$ cat src/rtl/wb_master_port.sv
// wb_master_port: Wishbone B4 pipelined initiator.
// Turns one valid/ready command into exactly one single-beat bus cycle and
// returns the slave's ack/err as a one-cycle response pulse. Only one
// transfer is ever outstanding.
// Optional feature macro: WB_MASTER_TIMEOUT_EN. When defined, a bus cycle
// that has not completed after TIMEOUT_CYCLES cycles in REQ+WAIT is aborted
// and reported as an error with rsp_timeout set.
module wb_master_port #(
    parameter int ADDR_WIDTH     = 16,
    parameter int DATA_WIDTH     = 32,
    parameter int GRANULE        = 8,
    parameter int TIMEOUT_CYCLES = 64,
    localparam int SEL_WIDTH     = DATA_WIDTH / GRANULE
) (
    input  logic                  clk_i,
    input  logic                  rst_i,
    // command side
    input  logic                  cmd_valid,
    output logic                  cmd_ready,
    input  logic                  cmd_we,
    input  logic [ADDR_WIDTH-1:0] cmd_adr,
    input  logic [DATA_WIDTH-1:0] cmd_dat,
    input  logic [SEL_WIDTH-1:0]  cmd_sel,
    // response side
    output logic                  rsp_valid,
    output logic [DATA_WIDTH-1:0] rsp_dat,
    output logic                  rsp_err,
    output logic                  rsp_timeout,
    // Wishbone initiator
    output logic                  cyc_o,
    output logic                  stb_o,
    output logic                  we_o,
    output logic [ADDR_WIDTH-1:0] adr_o,
    output logic [DATA_WIDTH-1:0] dat_o,
    output logic [SEL_WIDTH-1:0]  sel_o,
    input  logic [DATA_WIDTH-1:0] dat_i,
    input  logic                  ack_i,
    input  logic                  err_i,
    input  logic                  stall_i
);

    // The abort path needs at least one REQ and one WAIT cycle to make sense.
    if (TIMEOUT_CYCLES < 2) begin : g_bad_timeout
        $error("wb_master_port: TIMEOUT_CYCLES must be >= 2");
    end

    typedef enum logic [1:0] {
        S_IDLE = 2'd0,
        S_REQ  = 2'd1,
        S_WAIT = 2'd2
    } state_t;

    state_t state_q, state_d;

    logic                  cyc_q, cyc_d;
    logic                  stb_q, stb_d;
    logic                  we_q, we_d;
    logic [ADDR_WIDTH-1:0] adr_q, adr_d;
    logic [DATA_WIDTH-1:0] dat_q, dat_d;
    logic [SEL_WIDTH-1:0]  sel_q, sel_d;
    logic                  rsp_valid_q, rsp_valid_d;
    logic [DATA_WIDTH-1:0] rsp_dat_q, rsp_dat_d;
    logic                  rsp_err_q, rsp_err_d;

    logic accept;
    logic bus_done;
    logic timeout_hit;

    // Ready only in IDLE; reset blocks a handshake that would be lost anyway.
    assign cmd_ready = (state_q == S_IDLE) && !rst_i;
    assign accept    = cmd_valid && cmd_ready;
    // ack and err together are treated as an error completion.
    assign bus_done  = ack_i || err_i;

`ifdef WB_MASTER_TIMEOUT_EN
    localparam int CNT_W = $clog2(TIMEOUT_CYCLES + 1);

    logic [CNT_W-1:0] cnt_q, cnt_d;
    logic             rsp_timeout_q, rsp_timeout_d;

    // Bus-cycle age: cleared on accept, counts every REQ/WAIT cycle.
    always_comb begin
        cnt_d = cnt_q;
        if (accept) begin
            cnt_d = '0;
        end else if (state_q != S_IDLE) begin
            cnt_d = cnt_q + CNT_W'(1);
        end
    end

    // Abort on the edge where the age reaches the limit.
    assign timeout_hit = (state_q != S_IDLE) && (cnt_d == CNT_W'(TIMEOUT_CYCLES));

    // Timeout counter and sticky timeout flag registers.
    always_ff @(posedge clk_i) begin
        if (rst_i) begin
            cnt_q         <= '0;
            rsp_timeout_q <= 1'b0;
        end else begin
            cnt_q         <= cnt_d;
            rsp_timeout_q <= rsp_timeout_d;
        end
    end

    assign rsp_timeout = rsp_timeout_q;
`else
    assign timeout_hit = 1'b0;
    assign rsp_timeout = 1'b0;
`endif

    // State register.
    always_ff @(posedge clk_i) begin
        if (rst_i) begin
            state_q <= S_IDLE;
        end else begin
            state_q <= state_d;
        end
    end

    // Next-state logic: IDLE -> REQ on accept, REQ -> WAIT once not stalled,
    // WAIT -> IDLE on ack/err; timeout abandons either busy state.
    always_comb begin
        state_d = state_q;
        unique case (state_q)
            S_IDLE: if (accept) state_d = S_REQ;
            S_REQ: begin
                if (timeout_hit) begin
                    state_d = S_IDLE;
                end else if (!stall_i) begin
                    state_d = S_WAIT;
                end
            end
            S_WAIT: if (bus_done || timeout_hit) state_d = S_IDLE;
            default: state_d = S_IDLE;
        endcase
    end

    // Output logic: bus signals and response, all registered. Bus address/
    // data/select hold their last value while idle.
    always_comb begin
        cyc_d       = cyc_q;
        stb_d       = stb_q;
        we_d        = we_q;
        adr_d       = adr_q;
        dat_d       = dat_q;
        sel_d       = sel_q;
        rsp_valid_d = 1'b0;
        rsp_dat_d   = rsp_dat_q;
        rsp_err_d   = rsp_err_q;
`ifdef WB_MASTER_TIMEOUT_EN
        rsp_timeout_d = rsp_timeout_q;
`endif
        unique case (state_q)
            S_IDLE: begin
                if (accept) begin
                    cyc_d = 1'b1;
                    stb_d = 1'b1;
                    we_d  = cmd_we;
                    adr_d = cmd_adr;
                    dat_d = cmd_dat;
                    sel_d = cmd_sel;
                end
            end
            S_REQ: begin
                // ack/err are not looked at until the request is taken.
                if (timeout_hit) begin
                    cyc_d       = 1'b0;
                    stb_d       = 1'b0;
                    rsp_valid_d = 1'b1;
                    rsp_err_d   = 1'b1;
                    rsp_dat_d   = '0;
`ifdef WB_MASTER_TIMEOUT_EN
                    rsp_timeout_d = 1'b1;
`endif
                end else if (!stall_i) begin
                    stb_d = 1'b0;
                end
            end
            S_WAIT: begin
                // A real completion on the timeout edge takes priority.
                if (bus_done) begin
                    cyc_d       = 1'b0;
                    stb_d       = 1'b0;
                    rsp_valid_d = 1'b1;
                    rsp_err_d   = err_i;
                    rsp_dat_d   = we_q ? '0 : dat_i;
`ifdef WB_MASTER_TIMEOUT_EN
                    rsp_timeout_d = 1'b0;
`endif
                end else if (timeout_hit) begin
                    cyc_d       = 1'b0;
                    stb_d       = 1'b0;
                    rsp_valid_d = 1'b1;
                    rsp_err_d   = 1'b1;
                    rsp_dat_d   = '0;
`ifdef WB_MASTER_TIMEOUT_EN
                    rsp_timeout_d = 1'b1;
`endif
                end
            end
            default: begin
                cyc_d = 1'b0;
                stb_d = 1'b0;
            end
        endcase
    end

    // Bus and response registers; reset drops any cycle in flight silently.
    always_ff @(posedge clk_i) begin
        if (rst_i) begin
            cyc_q       <= 1'b0;
            stb_q       <= 1'b0;
            we_q        <= 1'b0;
            adr_q       <= '0;
            dat_q       <= '0;
            sel_q       <= '0;
            rsp_valid_q <= 1'b0;
            rsp_dat_q   <= '0;
            rsp_err_q   <= 1'b0;
        end else begin
            cyc_q       <= cyc_d;
            stb_q       <= stb_d;
            we_q        <= we_d;
            adr_q       <= adr_d;
            dat_q       <= dat_d;
            sel_q       <= sel_d;
            rsp_valid_q <= rsp_valid_d;
            rsp_dat_q   <= rsp_dat_d;
            rsp_err_q   <= rsp_err_d;
        end
    end

    assign cyc_o     = cyc_q;
    assign stb_o     = stb_q;
    assign we_o      = we_q;
    assign adr_o     = adr_q;
    assign dat_o     = dat_q;
    assign sel_o     = sel_q;
    assign rsp_valid = rsp_valid_q;
    assign rsp_dat   = rsp_dat_q;
    assign rsp_err   = rsp_err_q;

endmodule

$ cat config.mk
export PLATFORM = sky130hd
export DESIGN_NAME = wb_master_port
export DESIGN_NICKNAME = d
export VERILOG_FILES = /design/src/rtl/wb_master_port.sv
export SDC_FILE = /design/constraint.sdc
export NUM_CORES = 1
export LEC_CHECK = 0
export ABC_AREA = 1
export CELL_PAD_IN_SITES_DETAIL_PLACEMENT = 1
export CELL_PAD_IN_SITES_GLOBAL_PLACEMENT = 2
export CORE_ASPECT_RATIO = 1.75
export CORE_MARGIN = 4
export CORE_UTILIZATION = 29
export CTS_CLUSTER_DIAMETER = 120
export DETAILED_ROUTE_END_ITERATION = 16
export DONT_BUFFER_PORTS = 1
export HOLD_SLACK_MARGIN = 0.08
export PLACE_DENSITY = 0.76
export SETUP_SLACK_MARGIN = 0.1
export SLEW_MARGIN = 15
export SYNTH_ARGS = -nofsm -noshare
export SYNTH_HDL_FRONTEND = slang
export SYNTH_SLANG_ARGS = --single-unit
$ cat constraint.sdc
create_clock -name clk_i -period 1.1 [get_ports clk_i]
set_input_delay 0.275 -clock clk_i [delete_from_list [all_inputs] [get_ports clk_i]]
set_output_delay 0.275 -clock clk_i [all_outputs]
set_load 0.05 [all_outputs]
==> impl_metrics.xml, run 1 <==
<?xml version="1.0" encoding="UTF-8"?>
<metrics>
  <group name="synthesis">
    <metric name="synth-async-reset-ratio" unit="%">0</metric>
    <metric name="ys_ff_latch" unit="">90</metric>
    <metric name="synth-edff-count" unit="">0</metric>
    <metric name="synth_cell_types" unit="">20</metric>
    <metric name="postSynthCellCount" unit="">408</metric>
    <metric name="synth_seq_area_share" unit="%">54.9</metric>
    <metric name="dominantRegCellSynth" unit="">dfxtp_1</metric>
    <metric name="synth_area_per_cell" unit="um^2">8.05</metric>
    <metric name="synth-warning-count" unit="">0</metric>
    <metric name="synth_nets" unit="">499</metric>
    <metric name="synth_area" unit="mm^2">0.00328</metric>
  </group>
  <group name="global_routing">
    <metric name="grt_pass1_vias" unit="">3913</metric>
    <metric name="grt_first_pass_wirelength" unit="um">20100</metric>
    <metric name="grt_antenna_before_repair" unit="">1</metric>
    <metric name="total_global_routing_track_utilization" unit="%">19.7</metric>
    <metric name="largest_net_degree_at_the_start_of_global_routing" unit="">56</metric>
    <metric name="overflow" unit="">0</metric>
  </group>
  <group name="finish">
    <metric name="final.fill_count" unit="">1131</metric>
    <metric name="area_growth_syn_to_layout" unit="%">111</metric>
    <metric name="nNetsFinal" unit="">684</metric>
    <metric name="layout-drive-gt1-share" unit="%">58.4</metric>
  </group>
  <group name="timing">
    <metric name="final_critical_path_setup_slack" unit="ns">-0.263</metric>
    <metric name="final-max-slew-violation-count" unit="">0</metric>
    <metric name="relSlewSlack" unit="%">62.9</metric>
    <metric name="setup_repair_after_global_routing_missed_its_margin" unit="">true</metric>
    <metric name="finalCriticalPeriod" unit="ns">1.36</metric>
    <metric name="timing.fmax" unit="GHz">0.733</metric>
    <metric name="hold_viol" unit="">2</metric>
    <metric name="final.period_utilization" unit="%">124</metric>
    <metric name="fin_skew" unit="ns">0.0111</metric>
    <metric name="worst_slew_pin_slew" unit="ns">0.555</metric>
    <metric name="worst_hold_slack" unit="ns">-0.00528</metric>
    <metric name="report.final.setup_viol" unit="">123</metric>
  </group>
  <group name="worst_setup_path">
    <metric name="endpoint_kind_of_the_worst_setup_timing_path" unit="">output pin</metric>
    <metric name="worstPathRequired" unit="ns">0.82</metric>
    <metric name="crit_chain" unit="">nor3_4 &gt; buf_12</metric>
    <metric name="worstSetupPathType" unit="">reg2out</metric>
    <metric name="critical-path-slowest-cell" unit="">dfxtp_4</metric>
    <metric name="arrival_time_of_data_at_the_critical_path_endpoint" unit="ns">1.09</metric>
    <metric name="critPathMaxStageDelay" unit="ns">0.36</metric>
    <metric name="path_max_fanout" unit="">2</metric>
    <metric name="cp-start-kind" unit="">register</metric>
  </group>
  <group name="placement">
    <metric name="gp_congestion" unit="">0.742</metric>
    <metric name="place.detailed.hpwl" unit="um">7480</metric>
    <metric name="io_buffers" unit="">0</metric>
  </group>
  <group name="floorplan">
    <metric name="floorplan.initialDensity" unit="%">29.6</metric>
    <metric name="std_cell_rows" unit="">51</metric>
    <metric name="die_area" unit="mm^2">0.0132</metric>
    <metric name="design.portCount" unit="">182</metric>
    <metric name="core_region_area" unit="mm^2">0.0111</metric>
    <metric name="die_h" unit="um">149</metric>
    <metric name="chipWidth" unit="um">88.4</metric>
  </group>
  <group name="detailed_routing">
    <metric name="drt-wirelength-per-cell" unit="um">22.7</metric>
    <metric name="drt-initial-drc-count" unit="">125</metric>
    <metric name="avgViaCountPerCell" unit="">5.05</metric>
    <metric name="drcViolationCount" unit="">0</metric>
    <metric name="firstDrtPassIters" unit="">4</metric>
    <metric name="finalWirelength" unit="um">16600</metric>
    <metric name="detail-route-antenna-nets" unit="">0</metric>
    <metric name="vias" unit="">3688</metric>
  </group>
  <group name="cts">
    <metric name="cts.reportedPaths.clkPinSlew" unit="ns">0.07</metric>
    <metric name="tritoncts_clock_tree" unit="">yes</metric>
    <metric name="insertion_delay" unit="ns">0.34</metric>
    <metric name="num_cts_buffers" unit="">9</metric>
    <metric name="ctsHtreeMaxLevel" unit="">3</metric>
    <metric name="clock-sinks" unit="">90</metric>
    <metric name="clock_tree.root_cell" unit="">clkbuf_16</metric>
    <metric name="clock_path_buffers" unit="">2</metric>
  </group>
  <group name="job">
    <metric name="timing.max_cap.violations" unit="">0</metric>
  </group>
  <group name="pwr">
    <metric name="power.density_cell_area" unit="mW/mm^2">1310</metric>
    <metric name="power" unit="mW">9.10</metric>
    <metric name="worst_ir_drop_vdd" unit="V">0.000925</metric>
    <metric name="power.leakage" unit="nW">3.03</metric>
  </group>
  <group name="hold_path">
    <metric name="worst_hold_path_type" unit="">in2reg</metric>
  </group>
  <group name="run_status">
    <metric name="failed_checks" unit="">negative hold slack, negative setup slack</metric>
    <metric name="status" unit="">complete, but fails checks</metric>
  </group>
</metrics>
-- area by class of cell --
type / count / area [um^2] / area share [%]
diodes: 1 / 2.50 / 0.0362
repair buffers: 204 / 2780 / 40.2
inverters: 10 / 52.6 / 0.760
multi-input cells: 278 / 1720 / 24.8
well taps: 132 / 165 / 2.39
clock inverters: 5 / 37.5 / 0.543
flip-flops and latches: 90 / 1920 / 27.8
clock buffers: 11 / 243 / 3.51
-- cell usage after synthesis (2+ instances only) --
| library cell | count | area [um^2] |
|---|---|---|
| nand3_2 | 9 | 90.1 |
| dfxtp_1 | 90 | 1800 |
| o21ai_1 | 10 | 50.1 |
| clkbuf_1 | 5 | 18.8 |
| nand3_1 | 79 | 395 |
| buf_1 | 2 | 7.51 |
| a21oi_1 | 2 | 10.0 |
| buf_2 | 10 | 50.1 |
| nor2_1 | 5 | 18.8 |
| buf_6 | 7 | 78.8 |
| inv_2 | 3 | 11.3 |
| buf_4 | 4 | 30.0 |
| clkbuf_2 | 2 | 10.0 |
| nand2_1 | 146 | 548 |
| o21ai_0 | 23 | 115 |
| inv_1 | 7 | 26.3 |
-- cell families after synthesis --
logic type	after synthesis	share of synthesized area, %
AOI/OAI and AO/OA	36	5.56
buffers and inverters	40	7.09
DFF	90	54.9
other	1	0.114
and+or+nand+nor	241	32.4
-- state kept, by name, indices dropped and copies added (netlist names) --
signal,count
rsp_err,1
adr_o,16
state_q,2
sel_o,4
dat_o,32
rsp_dat,32
cyc_o,1
we_o,1
rsp_valid,1
-- power by group --
part	total, mW	leakage, nW	internal, mW	switching [mW]
logic	2.49	2.12	1.07	1.42
registers	3.65	0.774	3.49	0.160
clock network	2.96	0.133	1.61	1.35
total	9.10	3.03	6.17	2.93
-- worst max-delay path: cells and delay by family (launching register included) --
| kind | cells | cell delay [ns] |
|---|---|---|
| buffers and inverters | 1 | 0.17 |
| flip-flops | 1 | 0.36 |
| AND/OR/NAND/NOR | 1 | 0.22 |
-- path summary, 6_finish.rpt --
check / cells past startpoint / slack [ns] / end / start
worst min-delay path: 1 / -0.005 / state_q[1] / rst_i
worst max-delay path: 2 / -0.26 / cmd_ready / state_q[1]
worst max register to register: 8 / -0.24 / rsp_dat[26] / state_q[1]
worst min register to register: 2 / 0.47 / dat_o[31] / dat_o[31]
-- layout by cell type (no fill, tap or decap) --
master,instances
clkinvlp_4,2
nand2_2,21
clkbuf_8,1
nor2_1,2
buf_16,1
nand3_4,3
clkbuf_1,1
dfxtp_4,3
inv_1,7
buf_4,16
inv_4,1
clkinv_2,1
conb_1,1
buf_6,3
inv_6,2
buf_8,90
dlygate4sd3_1,69
nand2_1,123
nand3_2,61
o21ai_1,20
nand2_4,3
clkinv_8,1
o21ai_2,12
diode_2,1
buf_12,14
inv_2,1
o21ai_0,1
a21oi_2,1
dfxtp_2,87
clkbuf_16,20
nor3_4,1
nor2_4,3
o31ai_4,1
nand3_1,24
a21oi_1,1
-- routing by layer --
metal / vias up / wire, um / share of wire [%] / track usage [%]
met5: - / 0 / 0 / 0
met4: 0 / 809 / 4.9 / 9.53
met3: 44 / 979 / 5.9 / 6.19
met2: 139 / 9890 / 60 / 37.3
met1: 1808 / 4900 / 30 / 18.3
li1: 1697 / - / - / -
-- timing repair --
item	4_1_cts	5_1_grt
gates cloned	1	17
hold buffers	68	1
endpoints found under the hold margin	71	4
setup buffers	5	13
endpoints found under the setup margin	180	180
resized for setup	284	127
pin swaps	1	15
-- metrics by stage --
step | std cells | TNS [ns] | utilization (%) | cell area (um^2) | setup slack, ns
floorplan | 408 | -0.137 | - | 3320 | -0.00675
global placement | 609 | -0.232 | 37.1 | 4120 | -0.0233
detailed placement | 609 | -2.36 | 37.1 | 4120 | -0.0813
CTS | 699 | -15.03 | 53.4 | 5930 | -0.241
global route | 731 | -23.25 | 62.3 | 6920 | -0.326
finish | 731 | -16.72 | 62.3 | 6920 | -0.263
(Power assumes the default switching activity.)
==> run 2, diff against run 1 <==
CELL_PAD_IN_SITES_DETAIL_PLACEMENT = 0   (was 1)
REMOVE_ABC_BUFFERS = 1   (was default)
==> run 2 against run 1 <==
The flow still finishes with violations (negative hold slack, negative setup slack). Critical path depth up 1. Combinational power down 13%. Wire length down 33%. Sequential power about the same. Non-clock buffer count down 16. Clock-buffer cell count down 2. Global-route usage down 2.8 points. Clock skew down 0.0057 ns. Clock power up 5%. Cell area down 9.3%. Fmax down 4.3%.
==> impl_metrics.xml, run 2 (synthesis gave the netlist of run 1 again) <==
<?xml version="1.0" encoding="UTF-8"?>
<metrics>
  <group name="run_status">
    <metric name="status" unit="">complete, but fails checks</metric>
    <metric name="failed_checks" unit="">negative hold slack, negative setup slack</metric>
  </group>
  <group name="floorplan">
    <metric name="std_cell_rows" unit="">51</metric>
    <metric name="chipWidth" unit="um">88.4</metric>
    <metric name="design.portCount" unit="">182</metric>
    <metric name="core_region_area" unit="mm^2">0.0111</metric>
    <metric name="floorplan.initialDensity" unit="%">29.6</metric>
    <metric name="die_h" unit="um">149</metric>
    <metric name="die_area" unit="mm^2">0.0132</metric>
  </group>
  <group name="worst_setup_path">
    <metric name="cp_top_family" unit="">flip-flops</metric>
    <metric name="worstPathRequired" unit="ns">0.82</metric>
    <metric name="r2r-start" unit="">state_q[0]</metric>
    <metric name="r2r.worst_path.cells" unit="">9</metric>
    <metric name="endpoint_kind_of_the_worst_setup_timing_path" unit="">output pin</metric>
    <metric name="cpMostUsedCell" unit="">buf_6</metric>
    <metric name="cp-start-kind" unit="">register</metric>
    <metric name="worstSetupPathType" unit="">reg2out</metric>
    <metric name="critical-path-slowest-cell" unit="">dfxtp_2</metric>
    <metric name="arrival_time_of_data_at_the_critical_path_endpoint" unit="ns">1.15</metric>
    <metric name="cp_num_buf_inv" unit="">2</metric>
    <metric name="critPathMaxStageDelay" unit="ns">0.32</metric>
    <metric name="regToRegSetupSlack" unit="ns">-0.28</metric>
    <metric name="cp-startpoint" unit="">state_q[0]</metric>
    <metric name="r2r-end" unit="">rsp_dat[5]</metric>
    <metric name="path_max_fanout" unit="">2</metric>
    <metric name="crit_chain" unit="">buf_6 &gt; nor3_4 &gt; buf_6</metric>
  </group>
  <group name="hold_path">
    <metric name="timing.hold.worst_endpoint" unit="">state_q[1]</metric>
    <metric name="timing.hold.worst.start" unit="">rst_i</metric>
    <metric name="min_path_cells" unit="">1</metric>
    <metric name="worst_hold_path_type" unit="">in2reg</metric>
  </group>
  <group name="detailed_routing">
    <metric name="detail-route-antenna-nets" unit="">0</metric>
    <metric name="drt-initial-drc-count" unit="">102</metric>
    <metric name="finalWirelength" unit="um">11100</metric>
    <metric name="drt-wirelength-per-cell" unit="um">15.6</metric>
    <metric name="firstDrtPassIters" unit="">4</metric>
    <metric name="vias" unit="">3375</metric>
    <metric name="drcViolationCount" unit="">0</metric>
    <metric name="avgViaCountPerCell" unit="">4.75</metric>
  </group>
  <group name="finish">
    <metric name="layout-drive-gt1-share" unit="%">47.5</metric>
    <metric name="area_growth_syn_to_layout" unit="%">91.0</metric>
    <metric name="antenna-diode-count" unit="">0</metric>
    <metric name="final_cell_mix" unit="">143 x nand2_1, 90 x dfxtp_2, 87 x buf_8</metric>
    <metric name="mostFrequentLayoutCell" unit="">nand2_1</metric>
    <metric name="nNetsFinal" unit="">668</metric>
  </group>
  <group name="timing">
    <metric name="final.period_utilization" unit="%">129</metric>
    <metric name="final_critical_path_setup_slack" unit="ns">-0.324</metric>
    <metric name="report.final.setup_viol" unit="">90</metric>
    <metric name="fin_skew" unit="ns">0.00542</metric>
    <metric name="hold_viol" unit="">1</metric>
    <metric name="final-max-slew-violation-count" unit="">0</metric>
    <metric name="finalCriticalPeriod" unit="ns">1.42</metric>
    <metric name="timing.fmax" unit="GHz">0.702</metric>
    <metric name="worst_hold_slack" unit="ns">-0.000847</metric>
    <metric name="setup_repair_after_global_routing_missed_its_margin" unit="">true</metric>
  </group>
  <group name="job">
    <metric name="timing.max_cap.violations" unit="">0</metric>
  </group>
  <group name="placement">
    <metric name="gp_congestion" unit="">0.718</metric>
    <metric name="io_buffers" unit="">0</metric>
    <metric name="place.detailed.hpwl" unit="um">6640</metric>
    <metric name="preCtsSetupSlack" unit="ns">-0.128</metric>
  </group>
  <group name="cts">
    <metric name="clock-sinks" unit="">90</metric>
    <metric name="tritoncts_clock_tree" unit="">yes</metric>
    <metric name="cts.reportedPaths.clkPinSlew" unit="ns">0.06</metric>
    <metric name="insertion_delay" unit="ns">0.33</metric>
    <metric name="clock_tree.root_cell" unit="">clkbuf_16</metric>
    <metric name="clock_path_buffers" unit="">2</metric>
    <metric name="num_cts_buffers" unit="">9</metric>
    <metric name="ctsHtreeMaxLevel" unit="">3</metric>
    <metric name="ctsHoldBuffers" unit="">66</metric>
  </group>
  <group name="pwr">
    <metric name="power" unit="mW">8.89</metric>
    <metric name="worst_ir_drop_vdd" unit="V">0.000802</metric>
    <metric name="power.density_cell_area" unit="mW/mm^2">1420</metric>
    <metric name="power.leakage" unit="nW">2.85</metric>
  </group>
  <group name="global_routing">
    <metric name="met3_usage" unit="%">4.98</metric>
    <metric name="use_met2" unit="%">30.3</metric>
    <metric name="grt_pass1_vias" unit="">3483</metric>
    <metric name="largest_net_degree_at_the_start_of_global_routing" unit="">41</metric>
    <metric name="total_global_routing_track_utilization" unit="%">16.9</metric>
    <metric name="overflow" unit="">0</metric>
    <metric name="grt-busiest-layer" unit="">met2</metric>
    <metric name="grt_first_pass_wirelength" unit="um">17300</metric>
    <metric name="grtUsageMet1" unit="%">17.9</metric>
    <metric name="grt_antenna_before_repair" unit="">0</metric>
  </group>
</metrics>
[run 2: metal layers]
metal	vias up	part of all wire (%)
met1	1574	34
met5	-	0
met2	129	56
met4	0	2.2
met3	17	7.3
li1	1655	-
[run 2: layout make-up]
cell class / instances / area, um^2
well taps: 132 / 165
fillers: 947 / 4830
repair buffers: 188 / 2440
inverters: 10 / 40.0
flip-flops and latches: 90 / 1910
clock buffers: 9 / 225
multi-input cells: 278 / 1420
clock inverters: 4 / 70.1
[run 2: where the power goes]
group          internal, mW  switching [mW]  leakage [nW]
logic                 0.932            1.24          1.93
registers              3.49           0.129         0.774
clock network          1.94            1.16         0.147
[run 2: worst max-delay path by stage]
stage	to	slack, ns	cells after the start
after global placement	cmd_ready	-0.11	3
after global routing	cmd_ready	-0.36	3
after detailed placement	cmd_ready	-0.13	3
after CTS	cmd_ready	-0.32	3
after floorplan	adr_o[0]	-1.87	5
final	cmd_ready	-0.32	3
[run 2: metrics by stage]
step,util [%],instance area (um^2),hold WS (ns),TNS (ns),instances
after floorplan,-,3090,0.344,-132.09,378
after global placement,37.5,4170,0.345,-1.31,620
after detailed placement,37.5,4170,0.348,-3.20,620
after CTS,54.8,6080,-0.0197,-21.35,708
after global routing,56.5,6270,-0.0200,-23.12,711
final,56.5,6270,-0.000847,-15.42,711
[run 2: worst reg2reg max path, cell delays in order, from the launching register on]
cell     delay, ns
dfxtp_2       0.32
buf_4         0.14
buf_4         0.13
inv_2         0.04
nand2_2       0.05
nor2_4        0.12
nand2_4       0.13
buf_6         0.15
buf_12        0.12
o21ai_2       0.10
[run 2: repair_timing]
| action | in CTS | in global routing |
|---|---|---|
| gates cloned | 4 | 0 |
| setup buffers | 5 | 3 |
| setup endpoints to repair | 180 | 180 |
| endpoints found under the hold margin | 69 | 3 |
| pin swaps | 2 | 4 |
| gates resized for setup | 273 | 67 |
